==> config.mk <==
export PLATFORM = sky130hd
export DESIGN_NAME = dynode_evt_sched
export DESIGN_NICKNAME = d
export VERILOG_FILES = /design/src/rtl/dynode_pkg.sv /design/src/rtl/rr_arbiter_nch.sv /design/src/rtl/dynode_evt_sched.sv
export SDC_FILE = /design/constraint.sdc
export NUM_CORES = 1
export LEC_CHECK = 0
export ABC_AREA = 1
export BUFFER_PORTS_ARGS = -buffer_cell sky130_fd_sc_hd__buf_2
export CAP_MARGIN = 40
export CELL_PAD_IN_SITES_DETAIL_PLACEMENT = 2
export CELL_PAD_IN_SITES_GLOBAL_PLACEMENT = 2
export CORE_MARGIN = 1
export CORE_UTILIZATION = 31
export CTS_CLUSTER_DIAMETER = 30
export CTS_CLUSTER_SIZE = 10
export DETAILED_ROUTE_END_ITERATION = 6
export PLACE_DENSITY_LB_ADDON = 0.2
export RECOVER_POWER = 25
export SLEW_MARGIN = 20
export SYNTH_ARGS = -nofsm -noshare
export SYNTH_HDL_FRONTEND = slang
export SYNTH_HIERARCHICAL = 1
export SYNTH_SLANG_ARGS = --single-unit
==> constraint.sdc <==
create_clock -name clk -period 2.9 [get_ports clk]
set_input_delay 0.145 -clock clk [delete_from_list [all_inputs] [get_ports clk]]
set_output_delay 0.145 -clock clk [all_outputs]
set_load 0.01 [all_outputs]
==> src/rtl/dynode_pkg.sv <==
// Shared types and helpers for the dynode event scheduler.
package dynode_pkg;

    localparam int DYN_TW = 24;

    typedef enum logic [1:0] {
        SCH_IDLE  = 2'd0,
        SCH_RUN   = 2'd1,
        SCH_DRAIN = 2'd2
    } sch_state_t;

    typedef struct packed {
        logic [DYN_TW-1:0] tstamp;
        logic              pileup;
        logic [2:0]        chan;
    } dyn_evt_t;

    // Channel index reached by stepping 'off' places above 'base', modulo n.
    function automatic int unsigned rr_wrap(input logic [2:0] base,
                                            input int unsigned off,
                                            input int unsigned n);
        return (32'(base) + off) % n;
    endfunction

endpackage

==> src/rtl/rr_arbiter_nch.sv <==
// Round-robin arbiter: picks the first requester searching upward from last_grant+1.
module rr_arbiter_nch
    import dynode_pkg::*;
#(
    parameter int NCH = 4
) (
    input  logic [NCH-1:0] req,
    input  logic [2:0]     last_grant,
    output logic [NCH-1:0] gnt_onehot,
    output logic [2:0]     gnt_idx,
    output logic           any
);

    // Scan offsets 1..NCH; the first offset that lands on a requester wins.
    always_comb begin
        gnt_onehot = '0;
        gnt_idx    = '0;
        any        = 1'b0;
        for (int unsigned off = 1; off <= NCH; off++) begin
            for (int unsigned i = 0; i < NCH; i++) begin
                if (!any && req[i] && (i == rr_wrap(last_grant, off, NCH))) begin
                    any           = 1'b1;
                    gnt_onehot[i] = 1'b1;
                    gnt_idx       = 3'(i);
                end
            end
        end
    end

endmodule

==> src/rtl/dynode_evt_sched.sv <==
// Merges per-channel dynode events into one valid/ready stream with
// per-channel pending slots, loss/pileup-dump counters and a run/drain FSM.
module dynode_evt_sched
    import dynode_pkg::*;
#(
    parameter int NCH = 4,
    parameter int TW  = DYN_TW,
    parameter int CW  = 8
) (
    input  logic              clk,
    input  logic              reset_n,
    input  logic              run,
    input  logic [NCH-1:0]    chan_en,
    input  logic [NCH-1:0]    dyn_event,
    input  logic [NCH-1:0]    dyn_pileup,
    input  logic [NCH-1:0]    dyn_pudump,
    input  logic [NCH*TW-1:0] evntim,
    output logic              ev_valid,
    input  logic              ev_ready,
    output logic [2:0]        ev_chan,
    output logic [TW-1:0]     ev_time,
    output logic              ev_pileup,
    input  logic              clr_stat,
    output logic [NCH*CW-1:0] lost_cnt,
    output logic [NCH*CW-1:0] pudump_cnt,
    output logic              lost_any,
    output logic              busy,
    output logic              drained
);

    sch_state_t state, state_nxt;
    logic       drain_done;

    logic [NCH-1:0][TW-1:0] evt_time_in;
    logic [NCH-1:0]         pend;
    logic [NCH-1:0][TW-1:0] slot_time;
    logic [NCH-1:0]         slot_pu;
    logic [2:0]             last_grant;

    logic [NCH-1:0] gnt_onehot;
    logic [2:0]     gnt_idx;
    logic           gnt_any;
    logic           out_free;
    logic           grant;
    logic [NCH-1:0] gnt_eff;
    logic [TW-1:0]  gnt_time;
    logic           gnt_pu;

    logic [NCH-1:0] cap_hit;
    logic [NCH-1:0] cap_load;
    logic [NCH-1:0] cap_drop;
    logic           count_on;

    logic [NCH-1:0][CW-1:0] lost_q;
    logic [NCH-1:0][CW-1:0] pud_q;

    assign evt_time_in = evntim;
    assign lost_cnt    = lost_q;
    assign pudump_cnt  = pud_q;

    rr_arbiter_nch #(
        .NCH (NCH)
    ) u_arb (
        .req        (pend),
        .last_grant (last_grant),
        .gnt_onehot (gnt_onehot),
        .gnt_idx    (gnt_idx),
        .any        (gnt_any)
    );

    assign out_free = !ev_valid || ev_ready;
    assign grant    = out_free && gnt_any;
    assign gnt_eff  = grant ? gnt_onehot : '0;
    assign count_on = (state != SCH_IDLE);

    // A granted slot is vacated this cycle, so a same-cycle arrival refills it instead of dropping.
    always_comb begin
        cap_hit  = (state == SCH_RUN) ? (dyn_event & chan_en) : '0;
        cap_load = cap_hit & (~pend | gnt_eff);
        cap_drop = cap_hit & pend & ~gnt_eff;
    end

    // One-hot mux of the granted slot contents.
    always_comb begin
        gnt_time = '0;
        gnt_pu   = 1'b0;
        for (int unsigned i = 0; i < NCH; i++) begin
            if (gnt_onehot[i]) begin
                gnt_time = gnt_time | slot_time[i];
                gnt_pu   = gnt_pu | slot_pu[i];
            end
        end
    end

    // Per-channel pending slots: load on capture, vacate on grant.
    always_ff @(posedge clk or negedge reset_n) begin
        if (!reset_n) begin
            pend      <= '0;
            slot_time <= '0;
            slot_pu   <= '0;
        end else begin
            for (int unsigned i = 0; i < NCH; i++) begin
                if (cap_load[i]) begin
                    pend[i]      <= 1'b1;
                    slot_time[i] <= evt_time_in[i];
                    slot_pu[i]   <= dyn_pileup[i];
                end else if (gnt_eff[i]) begin
                    pend[i] <= 1'b0;
                end
            end
        end
    end

    // Output register and round-robin pointer; fields hold while stalled.
    always_ff @(posedge clk or negedge reset_n) begin
        if (!reset_n) begin
            ev_valid   <= 1'b0;
            ev_chan    <= '0;
            ev_time    <= '0;
            ev_pileup  <= 1'b0;
            last_grant <= 3'(NCH-1);
        end else if (grant) begin
            ev_valid   <= 1'b1;
            ev_chan    <= gnt_idx;
            ev_time    <= gnt_time;
            ev_pileup  <= gnt_pu;
            last_grant <= gnt_idx;
        end else if (out_free) begin
            ev_valid <= 1'b0;
        end
    end

    // Saturating loss and pileup-dump counters; clear wins over increments.
    always_ff @(posedge clk or negedge reset_n) begin
        if (!reset_n) begin
            lost_q   <= '0;
            pud_q    <= '0;
            lost_any <= 1'b0;
        end else if (clr_stat) begin
            lost_q   <= '0;
            pud_q    <= '0;
            lost_any <= 1'b0;
        end else begin
            for (int unsigned i = 0; i < NCH; i++) begin
                if (cap_drop[i] && (lost_q[i] != '1)) begin
                    lost_q[i] <= lost_q[i] + CW'(1);
                end
                if (count_on && dyn_pudump[i] && (pud_q[i] != '1)) begin
                    pud_q[i] <= pud_q[i] + CW'(1);
                end
            end
            if (|cap_drop) begin
                lost_any <= 1'b1;
            end
        end
    end

    // FSM state register with registered busy and drained pulse.
    always_ff @(posedge clk or negedge reset_n) begin
        if (!reset_n) begin
            state   <= SCH_IDLE;
            busy    <= 1'b0;
            drained <= 1'b0;
        end else begin
            state   <= state_nxt;
            busy    <= (state_nxt != SCH_IDLE);
            drained <= drain_done;
        end
    end

    // Next-state logic: drain completes once no slot is pending and the output can retire.
    always_comb begin
        state_nxt  = state;
        drain_done = 1'b0;
        case (state)
            SCH_IDLE: begin
                if (run) state_nxt = SCH_RUN;
            end
            SCH_RUN: begin
                if (!run) state_nxt = SCH_DRAIN;
            end
            SCH_DRAIN: begin
                if (run) begin
                    state_nxt = SCH_RUN;
                end else if (!(|pend) && out_free) begin
                    state_nxt  = SCH_IDLE;
                    drain_done = 1'b1;
                end
            end
            default: state_nxt = SCH_IDLE;
        endcase
    end

endmodule
==> results by group <==
Timing
  • Hold_ws: 0.0559 ns
  • Final setup TNS: 0 ns
  • Slew Viols, Final: 88
  • Period Utilization, post-route: 97.3%
  • FMAX: 0.354 GHz
  • Worst slew margin: -73.6%
  • Final Hold Fails: 0
  • Post-Route Skew: 0.0362 ns
  • Slew @ Worst Pin: 2.60 ns
  • Setup-failing EPs final: 0
  • Setup ws final: 0.0779 ns
  • Period minus WS final: 2.82 ns
  • RSZ-0062 raised after global routing: true

Place
  • Setup WS pre-CTS: -0.140 ns
  • Post-DP HPWL: 26600 um
  • Port bufs: 212
  • Gpl congestion: 0.831
  • Placed insts: 1984

Worst setup path
  • Worst R2R Setup Slack: 0.08 ns
  • Crit path capture type: register
  • Crit start category: register
  • Worst r2r dst: slot_time[12]
  • Kind of critical path: reg -> reg
  • Worst Reg-to-Reg Cells: 13
  • Crit path DAT: 3.34 ns
  • Worst path required time: 3.42 ns
  • Worst-path maximum fanout: 25
  • Reg2reg start: last_grant[1]

Floorplan
  • Width of the die: 185 um
  • Rows: 66
  • Core area: 32700 um2
  • Initial core utilization: 31.6%
  • Die area: 34100 um2
  • Die height: 185 um
  • Ports: 213

Synthesis
  • Cell area after synthesis: 10300 um2
  • Post-synthesis cell count: 1356
  • Dominant cell type by area after synthesis: dfrtp_1
  • Commonest register cell after synthesis: dfrtp_1
  • Avg Cell Area, Syn: 7.63 um2
  • Number of synthesized flops with an enable pin: 0
  • Register bit total from synthesis: 204
  • Syn_nets: 1481
  • Top cells by area, synth: dfrtp_1, nand2_1, nand3_1, inv_1, nor2_1
  • Top cell type's share of synthesized area: 48.9%
  • Async SR Flop Fraction: 100%
  • Seq/Total Area, Yosys: 49.4%
  • Distinct cells, synth: 40
  • Synth warn: 6

Cells and area
  • Area delta synth->final: 50.2%
  • Multi-input gate area: 4690 um2
  • Most frequent cells in the layout: nand2_1, buf_2, dfrtp_1
  • Final Non-Filler Cells: 2207
  • Register area: 5110 um2
  • Filler cells: 3592
  • Fraction of final layout cells with drive strength greater than 1: 24.1%
  • Nets: 1840
  • Most common cell after layout, fill and taps aside: nand2_1

Clocking
  • Root buffer cell: clkbuf_16
  • # clock sinks: 204
  • TritonCTS clock tree: yes
  • Clock Path Buffers: 3
  • CTS Buf Count: 59
  • Clock-pin slew on the worst setup and hold paths: 0.05 ns
  • Clk Latency, worst-skew pair: 0.61 ns
  • Htree depth: 2

Run status
  • Violated checks: max-capacitance violations, max-slew violations
  • Status: finished, violations left

Detailed routing
  • TritonRoute pass-1 iters: 5
  • Drt total wl: 48700 um
  • Initial DRC Count: 432
  • Antenna Nets Post-Route: 0
  • Routed via count: 11161
  • Wire length per cell: 22.1 um
  • Vias per cell: 5.06
  • Post-route DRC: 0

Global route
  • Total GRT Usage: 28.0%
  • Met3 Track Usage GR: 6.62%
  • Grt ovf: 0
  • Grt met2 use: 51.6%
  • Met1 GRT Util: 30.7%
  • Initial antenna violation count: 3
  • Vias in the first global route: 12648
  • Grt peak-use layer: met2
  • First-pass GRT wire length: 72500 um
  • Largest net degree at the start of global routing: 90

Pwr
  • LEAKAGE: 8.03 nW
  • Pwr Density: 1110 nW/um2
  • Pwr Total: 17.2 mW
  • VDD IR max: 0.463 mV

Job
  • Max-cap viol count: 1

Worst hold path
  • Hold/Removal Path Class: in -> reg
  • Hold Crit Depth: 5
  • Hold_sp: chan_en[1]
  • Hold EP: lost_cnt[9]
[where the power goes]
part           total (mW)  internal [mW]  leakage, nW  switching [mW]
Combinational        5.60           1.77         4.44            3.83
Clock                7.13           5.06         1.05            2.07
Sequential           4.46           3.81         2.54           0.649
Total                17.2           10.6         8.03            6.55
[kinds of logic (layout without fill, tap and decap cells)]
group / Yosys count / in the layout / share of synthesized area [%]
compound gates: 167 / 167 / 8.44
xor+xnor: 15 / 15 / 1.27
other cells: 1 / 4 / 0.0363
fa+ha+maj: 8 / 8 / 0.968
buf+inv: 186 / 591 / 7.25
flops: 204 / 204 / 49.4
simple gates: 775 / 776 / 32.7
[how the worst max path moves through the flow]
stage	start	to	slack, ns	cells past startpoint
after CTS	last_grant[1]	slot_time[73]	0.0008	16
final	last_grant[1]	slot_time[12]	0.08	13
after global placement	last_grant[1]	slot_time[60]	0.06	16
after detailed placement	last_grant[1]	slot_time[58]	-0.14	16
after global routing	last_grant[1]	slot_pu[2]	-0.11	16
after floorplan	last_grant[1]	slot_time[70]	0.36	17
[cell type report]
cell class              instances  share of cell area, %
flip-flops and latches        204                   32.9
inverters                     132                   3.22
diodes                          3                 0.0483
well taps                     442                   3.56
clock buffers                  73                   10.4
clock inverters                35                   3.46
repair buffers                351                   16.2
multi-input cells             967                   30.2
[cell usage after synthesis, types with 6 or more instances]
library cell / count
nor2_1: 126
nand4_1: 22
nand2_2: 10
o21ai_0: 86
buf_2: 28
ha_1: 8
o21ai_1: 11
dfrtp_1: 202
xor2_1: 10
nand3_1: 134
o21bai_1: 11
nor3_1: 7
inv_1: 126
a21oi_1: 56
inv_2: 6
nand2_1: 443
clkbuf_1: 17
[worst max-delay path: stages, from the launching register on]
cell and delay [ns]:
dfstp_2 0.58, inv_1 0.08, nor2_1 0.16, inv_2 0.08
nor2_1 0.16, inv_2 0.08, nand4_4 0.12, nor2_1 0.11
o311ai_2 0.45, nand3_1 0.20, nand2_2 0.20, buf_8 0.23
nand3_1 0.14, nand2_1 0.14
[registers in the layout (all words and copies together), names as in the netlist]
| name | count |
|---|---|
| slot_pu | 4 |
| lost_any | 1 |
| drained | 1 |
| ev_valid | 1 |
| ev_chan | 3 |
| slot_time | 96 |
| state | 2 |
| ev_pileup | 1 |
| pudump_cnt | 32 |
| ev_time | 24 |
| lost_cnt | 32 |
| pend | 4 |
| busy | 1 |
| last_grant | 2 |
[per-stage QoR]
step / utilization (%) / area, um2
after floorplan: - / 10300
after global placement: 36.8 / 12000
after detailed placement: 36.8 / 12000
after CTS: 46.6 / 15200
after global routing: 47.5 / 15500
final: 47.5 / 15500
[what timing repair did]
| action | 4_1_cts | 5_1_grt |
|---|---|---|
| buffers inserted | 0 | 6 |
| gates cloned | 0 | 3 |
| pin swaps | 0 | 2 |
| hold buffers | 103 | 0 |
| endpoints found under the setup margin | 34 | 152 |
| resized for setup | 7 | 50 |
| endpoints found under the hold margin | 189 | 0 |
[routing by layer]
metal | vias to the layer above | part of all wire [%]
met4 | 0 | 4.0
met2 | 328 | 53
met1 | 5663 | 38
met5 | - | 0
met3 | 105 | 5.0
li1 | 5065 | -
Power figures use the tool's default switching activity.
